**config.mk**
```make
export PLATFORM = sky130hd
export DESIGN_NAME = dmi_req_arbiter
export DESIGN_NICKNAME = d
export VERILOG_FILES = /design/src/rtl/dmi_req_arbiter.sv
export SDC_FILE = /design/constraint.sdc
export NUM_CORES = 1
export LEC_CHECK = 0
export ABC_AREA = 1
export BUFFER_PORTS_ARGS = -buffer_cell sky130_fd_sc_hd__buf_2
export CAP_MARGIN = 10
export CORE_AREA = 2 2 130 69
export CTS_BUF_LIST = sky130_fd_sc_hd__clkbuf_4
export DETAILED_ROUTE_END_ITERATION = 7
export DIE_AREA = 0 0 132 71
export GPL_ROUTABILITY_DRIVEN = 0
export PLACE_DENSITY = 0.82
export SYNTH_ARGS = -nofsm -noshare
export SYNTH_HDL_FRONTEND = slang
export SYNTH_SLANG_ARGS = --single-unit
```
**constraint.sdc**
```tcl
create_clock -name clk_i -period 1.8 [get_ports clk_i]
set_clock_uncertainty 0.05 [all_clocks]
set_input_delay 0.18 -clock clk_i [delete_from_list [all_inputs] [get_ports clk_i]]
set_output_delay 0.18 -clock clk_i [all_outputs]
set_load 0.01 [all_outputs]
```
**src/rtl/dmi_req_arbiter.sv**
```systemverilog
// Round-robin share of one DMI channel between two requesters; optional response timeout under DMI_ARB_TIMEOUT_EN.
// Latency: accept cycle 0, downstream request cycle 1, response cycle 3 earliest (local NOP/reserved ops: cycle 1).
// Backpressure: one transaction in flight; requests and responses hold stable until their ready handshakes.
module dmi_req_arbiter #(
    parameter int ABITS          = 7,
    parameter int DBITS          = 32,
    parameter int TIMEOUT_CYCLES = 1024
) (
    input  logic               clk_i,
    input  logic               rst_i,
    input  logic [1:0]         req_valid_i,
    output logic [1:0]         req_ready_o,
    input  logic [2*ABITS-1:0] req_addr_i,
    input  logic [2*DBITS-1:0] req_data_i,
    input  logic [3:0]         req_op_i,
    output logic [1:0]         rsp_valid_o,
    input  logic [1:0]         rsp_ready_i,
    output logic [DBITS-1:0]   rsp_data_o,
    output logic [1:0]         rsp_resp_o,
    output logic               dmi_req_valid_o,
    input  logic               dmi_req_ready_i,
    output logic [ABITS-1:0]   dmi_req_addr_o,
    output logic [DBITS-1:0]   dmi_req_data_o,
    output logic [1:0]         dmi_req_op_o,
    input  logic               dmi_rsp_valid_i,
    output logic               dmi_rsp_ready_o,
    input  logic [DBITS-1:0]   dmi_rsp_data_i,
    input  logic [1:0]         dmi_rsp_resp_i,
    output logic               busy_o,
    output logic               owner_o
);

    typedef enum logic [1:0] {IDLE, ISSUE, WAIT_RSP, RESPOND} state_e;

    state_e             state_q, state_d;
    logic               last_grant_q, owner_q;
    logic [ABITS-1:0]   addr_q;
    logic [DBITS-1:0]   data_q;
    logic [1:0]         op_q;
    logic [DBITS-1:0]   rsp_data_q;
    logic [1:0]         rsp_resp_q;

    logic               grant_en, grant_idx, accept;
    logic               rsp_take, timeout_take, timeout_hit, drain_pending;
    logic [ABITS-1:0]   sel_addr;
    logic [DBITS-1:0]   sel_data;
    logic [1:0]         sel_op;

    always_comb begin
        grant_idx = 1'b0;
        case (req_valid_i)
            2'b10:   grant_idx = 1'b1;
            2'b11:   grant_idx = ~last_grant_q;
            default: grant_idx = 1'b0;
        endcase
    end

    // No grant while a timed-out response is still owed by the debug module.
    assign grant_en = (state_q == IDLE) && !drain_pending && (|req_valid_i) && !rst_i;
    assign sel_addr = grant_idx ? req_addr_i[2*ABITS-1:ABITS] : req_addr_i[ABITS-1:0];
    assign sel_data = grant_idx ? req_data_i[2*DBITS-1:DBITS] : req_data_i[DBITS-1:0];
    assign sel_op   = grant_idx ? req_op_i[3:2] : req_op_i[1:0];

    always_comb begin
        state_d         = state_q;
        req_ready_o     = 2'b00;
        rsp_valid_o     = 2'b00;
        dmi_req_valid_o = 1'b0;
        dmi_rsp_ready_o = 1'b0;
        accept          = 1'b0;
        rsp_take        = 1'b0;
        timeout_take    = 1'b0;
        case (state_q)
            IDLE: begin
                dmi_rsp_ready_o = drain_pending;
                if (grant_en) begin
                    req_ready_o[grant_idx] = 1'b1;
                    accept                 = 1'b1;
                    state_d = (sel_op == 2'd1 || sel_op == 2'd2) ? ISSUE : RESPOND;
                end
            end
            ISSUE: begin
                dmi_req_valid_o = 1'b1;
                if (dmi_req_ready_i) state_d = WAIT_RSP;
            end
            WAIT_RSP: begin
                dmi_rsp_ready_o = 1'b1;
                if (dmi_rsp_valid_i) begin
                    rsp_take = 1'b1;
                    state_d  = RESPOND;
                end else if (timeout_hit) begin
                    timeout_take = 1'b1;
                    state_d      = RESPOND;
                end
            end
            RESPOND: begin
                rsp_valid_o[owner_q] = 1'b1;
                if (rsp_ready_i[owner_q]) state_d = IDLE;
            end
            default: state_d = IDLE;
        endcase
    end

    always_ff @(posedge clk_i) begin
        if (rst_i) begin
            state_q      <= IDLE;
            last_grant_q <= 1'b1;
            owner_q      <= 1'b0;
            addr_q       <= '0;
            data_q       <= '0;
            op_q         <= 2'd0;
            rsp_data_q   <= '0;
            rsp_resp_q   <= 2'd0;
        end else begin
            state_q <= state_d;
            if (accept) begin
                addr_q       <= sel_addr;
                data_q       <= sel_data;
                op_q         <= sel_op;
                owner_q      <= grant_idx;
                last_grant_q <= grant_idx;
                // Local completions: NOP answers ok, reserved answers failed.
                if (sel_op == 2'd0 || sel_op == 2'd3) begin
                    rsp_data_q <= '0;
                    rsp_resp_q <= (sel_op == 2'd0) ? 2'd0 : 2'd2;
                end
            end
            if (rsp_take) begin
                rsp_data_q <= dmi_rsp_data_i;
                rsp_resp_q <= dmi_rsp_resp_i;
            end else if (timeout_take) begin
                rsp_data_q <= '0;
                rsp_resp_q <= 2'd3;
            end
        end
    end

`ifdef DMI_ARB_TIMEOUT_EN
    localparam int CNT_W = $clog2(TIMEOUT_CYCLES);

    logic [CNT_W-1:0] cnt_q;
    logic             drain_q;

    assign timeout_hit   = (state_q == WAIT_RSP) && (cnt_q == CNT_W'(TIMEOUT_CYCLES - 1));
    assign drain_pending = drain_q;

    always_ff @(posedge clk_i) begin
        if (rst_i) begin
            cnt_q   <= '0;
            drain_q <= 1'b0;
        end else begin
            cnt_q <= (state_q == WAIT_RSP) ? cnt_q + CNT_W'(1) : '0;
            if (timeout_take)
                drain_q <= 1'b1;
            else if (drain_q && (state_q == IDLE) && dmi_rsp_valid_i)
                drain_q <= 1'b0;
        end
    end
`else
    logic unused_timeout_cfg;

    assign timeout_hit        = 1'b0;
    assign drain_pending      = 1'b0;
    assign unused_timeout_cfg = (TIMEOUT_CYCLES > 1);
`endif

    assign rsp_data_o     = rsp_data_q;
    assign rsp_resp_o     = rsp_resp_q;
    assign dmi_req_addr_o = addr_q;
    assign dmi_req_data_o = data_q;
    assign dmi_req_op_o   = op_q;
    assign busy_o         = (state_q != IDLE);
    assign owner_o        = owner_q;

endmodule

```
-- After elaboration in Yosys (flattened, before gate mapping)
Index checks and enable logic that the tools add are counted.
W data, S select, Z words.
- magnitude comparators: 4
- equal/unequal tests: 12
- multiplexer cells: 32
- bitwise operators: 1
- reductions and logical operators: 15
- operators with widths (kind ; number):
    $mux W32 ; 4
    $mux W2 ; 13
    $eq A2 B2 Y1 const B ; 6
    $mux W1 ; 10
    $ne A2 B2 Y1 const B ; 4
    $pmux W2 S4 ; 1
    $mux W7 ; 1
    $reduce_bool A2 Y1 ; 3
    $eq A2 B1 Y1 const B ; 2
    $logic_and A1 B1 Y1 ; 4
    $logic_not A2 Y1 ; 2
    $lt A1 B2 Y1 const B ; 2
    $reduce_and A4 Y1 ; 1
    $demux W1 S1 ; 2
    $ge A1 B1 Y1 const B ; 2
    $logic_or A1 B1 Y1 ; 2
    $pmux W1 S2 ; 1
    $reduce_and A2 Y1 ; 1
    $reduce_or A2 Y1 ; 1
    $logic_not A1 Y1 ; 1
    $not A1 Y1 ; 1
- register bits: 79
- input port bits: 124
- output and inout port bits: 83
- word-level logic and storage cells: 72

-- Depth between registers and ports, before layout
- word-level depth: 8
- depth in mapped cells: 10
- depth with buffers taken out: 10

-- Worst setup path before layout
Ideal clock, no wire load.
- path kind: register to register
- start: reg state_q[0]
- end: reg rsp_data_q[0] (netlist: rsp_data_o[0])
- library setup time: 143 ps
- arrival: 1415 ps
- data required time: 1607 ps
- setup slack: 191 ps
- stages on the path, launching flop included: 8
- period minus slack after synthesis: 1609 ps
- cell sequence: dfxtp_1 > inv_1 > ha_1 > nand2_1 > clkinv_1 > clkbuf_1 > nand2_1 > a21oi_2
- word-level cells in the longest chain between the ends: 7
- elaborated cells on any way between the ends: 11
- ends and longest elaborated chain (what ; RTL line ; RTL):
    start, declared ; 35 ; state_e state_q, state_d;
    start signal, assigned ; 115 ; state_q <= state_d;
    $logic_not A2 Y1 ; 59, 73 ;
    $logic_and A1 B1 Y1 (2 in a row) ; 59 ; assign grant_en = (state_q == IDLE) && !drain_pending && (|req_valid_i) && !rst_i;
    $mux W1 ; 76 ; if (grant_en) begin
    $mux W1 ; 73 ; case (state_q)
    $reduce_bool A2 Y1 (no line) ; - ;
    $reduce_and A2 Y1 (no line) ; - ;
    end signal, assigned ; 129 ; rsp_data_q <= dmi_rsp_data_i;
    end, declared ; 40 ; logic [DBITS-1:0] rsp_data_q;
Parallel ways exist; a longest one is shown, timed or not.
A chain may end at the register's enable or synchronous reset.

-- Worst setup path in the final report
- start: reg state_q[1]
- end: out req_ready_o[1]
- word-level cells in the longest chain between the ends: 5
- ends and longest elaborated chain (what ; RTL line ; RTL):
    $logic_not A2 Y1 * ; 59, 73 ;
    $logic_and A1 B1 Y1 (2 in a row) ; 59 ;
    $mux W2 ; 76 ;
    $mux W2 * ; 73 ;
    end, declared ; 12 ; output logic [1:0] req_ready_o,
Mark *: on every way between the ends. The rest lies on a longest branch, timed or not.

==> flow_summary.json <==
{
  "numClockSinks": 79,
  "worst_ep_arrival_time_ns": 1.47,
  "htree_levels": 3,
  "setup_viol_count_final": 0,
  "min_period_ns": 1.70,
  "cts_tree": "built",
  "postSynthCellCount": 440,
  "rows": 24,
  "grt_pass1_wl_um": 22700,
  "critical_path.endpoint": "req_ready_o[1]",
  "clock_latency_ns": 0.42,
  "grt_overflow_total": 0,
  "critPathLaunch": "state_q[1]",
  "critical_path.top_delay_family": "flip-flops",
  "power_density_nw_per_um2": 961,
  "status": "finished, final reports clean",
  "cpPeakStageDelay_ns": 0.35,
  "die_y_um": 71,
  "ys_types": 30,
  "cts_buffers": 9,
  "dieArea_um2": 9370,
  "path_clk_slew_ns": 0.12,
  "coreArea_um2": 8320,
  "first_pass_iters": 6,
  "cp.required_ns": 1.57,
  "netlist_area_um2": 3590,
  "finalHoldViolations": 0,
  "grt_pass1_vias": 4757,
  "wl_per_cell_um": 16.4,
  "drv_cap": 0,
  "critPathKind": "reg2out",
  "drc_errors": 0,
  "via_count": 4559,
  "hp-class": "in2reg",
  "max_freq_ghz": 0.588,
  "avgSynthCellArea_um2": 8.16,
  "r2r_cells": 6,
  "clockBufferDepth": 2,
  "drive_gt1_share_pct": 41.8,
  "track_usage_pct": 30.6,
  "final_util_pct": 73.5,
  "rrSetupSlack_ns": 0.12,
  "detail-route-antenna-nets": 0,
  "antenna_found_initial": 0,
  "crit_buf_inv": 3,
  "detail_route.vias_per_cell": 5.18,
  "irDropWorstVdd_mv": 0.473,
  "drv_slew": 0,
  "boundaryPins": 207,
  "grt_max_degree": 74,
  "fin_setup_tns_ns": 0,
  "ys_warn_count": 0,
  "endpoint_kind": "primary output",
  "place_ws_ns": 0.125,
  "p_total_mw": 5.87,
  "path_depth": 6,
  "worst-path-max-fanout": 4,
  "synth_nets": 568,
  "tightestPinTransition_ns": 0.980,
  "seq_area_frac_synth_pct": 44.0,
  "crit_chain": "inv_2 -> ha_4 -> o211ai_4 -> nor2_4 -> buf_12 -> buf_2",
  "ys_ff_latch": 79,
  "start_kind": "flip-flop",
  "power.leakage_nw": 2.73,
  "period_share_pct": 94.5,
  "crit_path_top_delay_cell": "dfxtp_2",
  "insertedDiodeCount": 0,
  "areaGrowthSynthToFinish_pct": 70.2,
  "drtIter0Drc": 272,
  "die_w_um": 132,
  "initial_core_util_pct": 43.2,
  "rr_startpoint": "state_q[1]",
  "port_buffers": 206,
  "slew_headroom_pct": 34.7,
  "worstReg2RegEnd": "rsp_data_o[21]",
  "setup_ws_ns": 0.0984,
  "hpwlAfterDp_um": 7680,
  "drt_wl_total_um": 14400,
  "nets": 886,
  "cts-root-buf": "clkbuf_4"
}
## per-layer routing
metal / vias to the layer above / global-route usage (%) / wire length [µm]
met2: 284 / 54.6 / 7100
met4: 0 / 15.6 / 584
li1: 2090 / - / -
met5: - / 0 / 0
met3: 68 / 9.89 / 1230
met1: 2117 / 33.3 / 5510
## per-stage QoR
step / hold WS, ns / instance area, µm² / instances
5_1_grt: 0.140 / 6110 / 880
6_report: 0.109 / 6110 / 880
3_5_place_dp: 0.395 / 4670 / 743
3_3_place_gp: 0.384 / 4670 / 743
2_1_floorplan: 0.278 / 3590 / 440
4_1_cts: 0.0709 / 6100 / 878
## cell usage after synthesis
library cell	count	area [µm²]
o21ai_1	1	5.00
buf_6	1	11.3
nand2_1	167	627
nor2_1	8	30.0
nand2_2	2	12.5
clkbuf_1	11	41.3
nor2_2	2	12.5
a22oi_1	4	30.0
a21oi_2	30	263
nand3b_1	1	7.51
o211ai_4	1	21.3
inv_2	3	11.3
a31oi_1	35	219
ha_1	4	50.1
buf_12	3	60.1
buf_2	15	75.1
a211oi_1	1	7.51
a21oi_1	8	40.0
nand3_2	30	300
buf_4	1	7.51
nand3_1	10	50.1
nand2_4	2	22.5
nor3_1	1	5.00
a31o_2	1	8.76
dfxtp_1	79	1580
nand2_8	1	20.0
o22ai_1	1	6.26
clkinv_1	1	3.75
inv_1	14	52.6
o21ai_0	2	10.0
## tightest hold or removal path: stages
cell and delay (ns):
buf_2 0.10, inv_1 0.04, nand2_1 0.04, nand2_1 0.09, o21ai_0 0.08
## cells by family after synthesis
family | count (synthesis) | synth area share [%]
compound gates | 84 | 17.0
fa+ha+maj | 4 | 1.39
buf+inv | 49 | 7.31
flops | 79 | 44.0
simple gates | 224 | 30.3
## flip-flops by register name, indices dropped and copies added, names as in the netlist
register        cells
dmi_req_op_o        2
dmi_req_addr_o      7
rsp_data_o         32
owner_o             1
last_grant_q        1
rsp_resp_o          2
state_q             2
dmi_req_data_o     32
## where the power goes
part	switching [mW]	internal [mW]
clock	0.640	0.737
sequential	0.164	2.01
combinational	1.33	0.993
total	2.14	3.74
## worst min path at each step
stage / startpoint / slack [ns] / cells after the start / to
after floorplan: req_addr_i[4] / 0.28 / 2 / dmi_req_addr_o[4]
after global placement: req_data_i[5] / 0.38 / 3 / dmi_req_data_o[5]
after detailed placement: req_data_i[29] / 0.40 / 3 / dmi_req_data_o[29]
after CTS: req_op_i[0] / 0.07 / 5 / dmi_req_op_o[0]
after global routing: req_op_i[1] / 0.14 / 5 / dmi_req_op_o[1]
final: req_op_i[0] / 0.11 / 5 / dmi_req_op_o[0]
## timing repair
action,4_1_cts,5_1_grt
setup endpoints to repair,2,2
resized for setup,10,1
endpoints found under the hold margin,74,0
setup buffers,5,2
pin swaps,3,1
hold buffers,113,0
cloned,1,0
## layout make-up
type / instances / area (µm²)
Sequential cell: 79 / 1580
Inverter: 18 / 70.1
Tap cell: 117 / 146
Clock buffer: 11 / 82.6
Multi-Input combinational cell: 312 / 1770
Clock inverter: 5 / 106
Timing Repair Buffer: 338 / 2350
Fill cell: 583 / 2200
## placed cells by master, fill, tap and decap left out, types with 3 or more instances in the layout
master / netlist / layout
buf_2: 15 / 205
dfxtp_1: 79 / 77
a31oi_1: 35 / 35
buf_4: 1 / 17
inv_1: 14 / 12
bufinv_16: 0 / 3
nand2_2: 2 / 3
clkbuf_4: 0 / 11
nand2_1: 167 / 166
a21oi_1: 8 / 8
inv_2: 3 / 4
nand3_1: 10 / 10
nor2_1: 8 / 8
nand3_2: 30 / 30
a22oi_1: 4 / 4
ha_1: 4 / 3
a21oi_2: 30 / 30
dlygate4sd3_1: 0 / 113
Power figures use the tool's default switching activity.
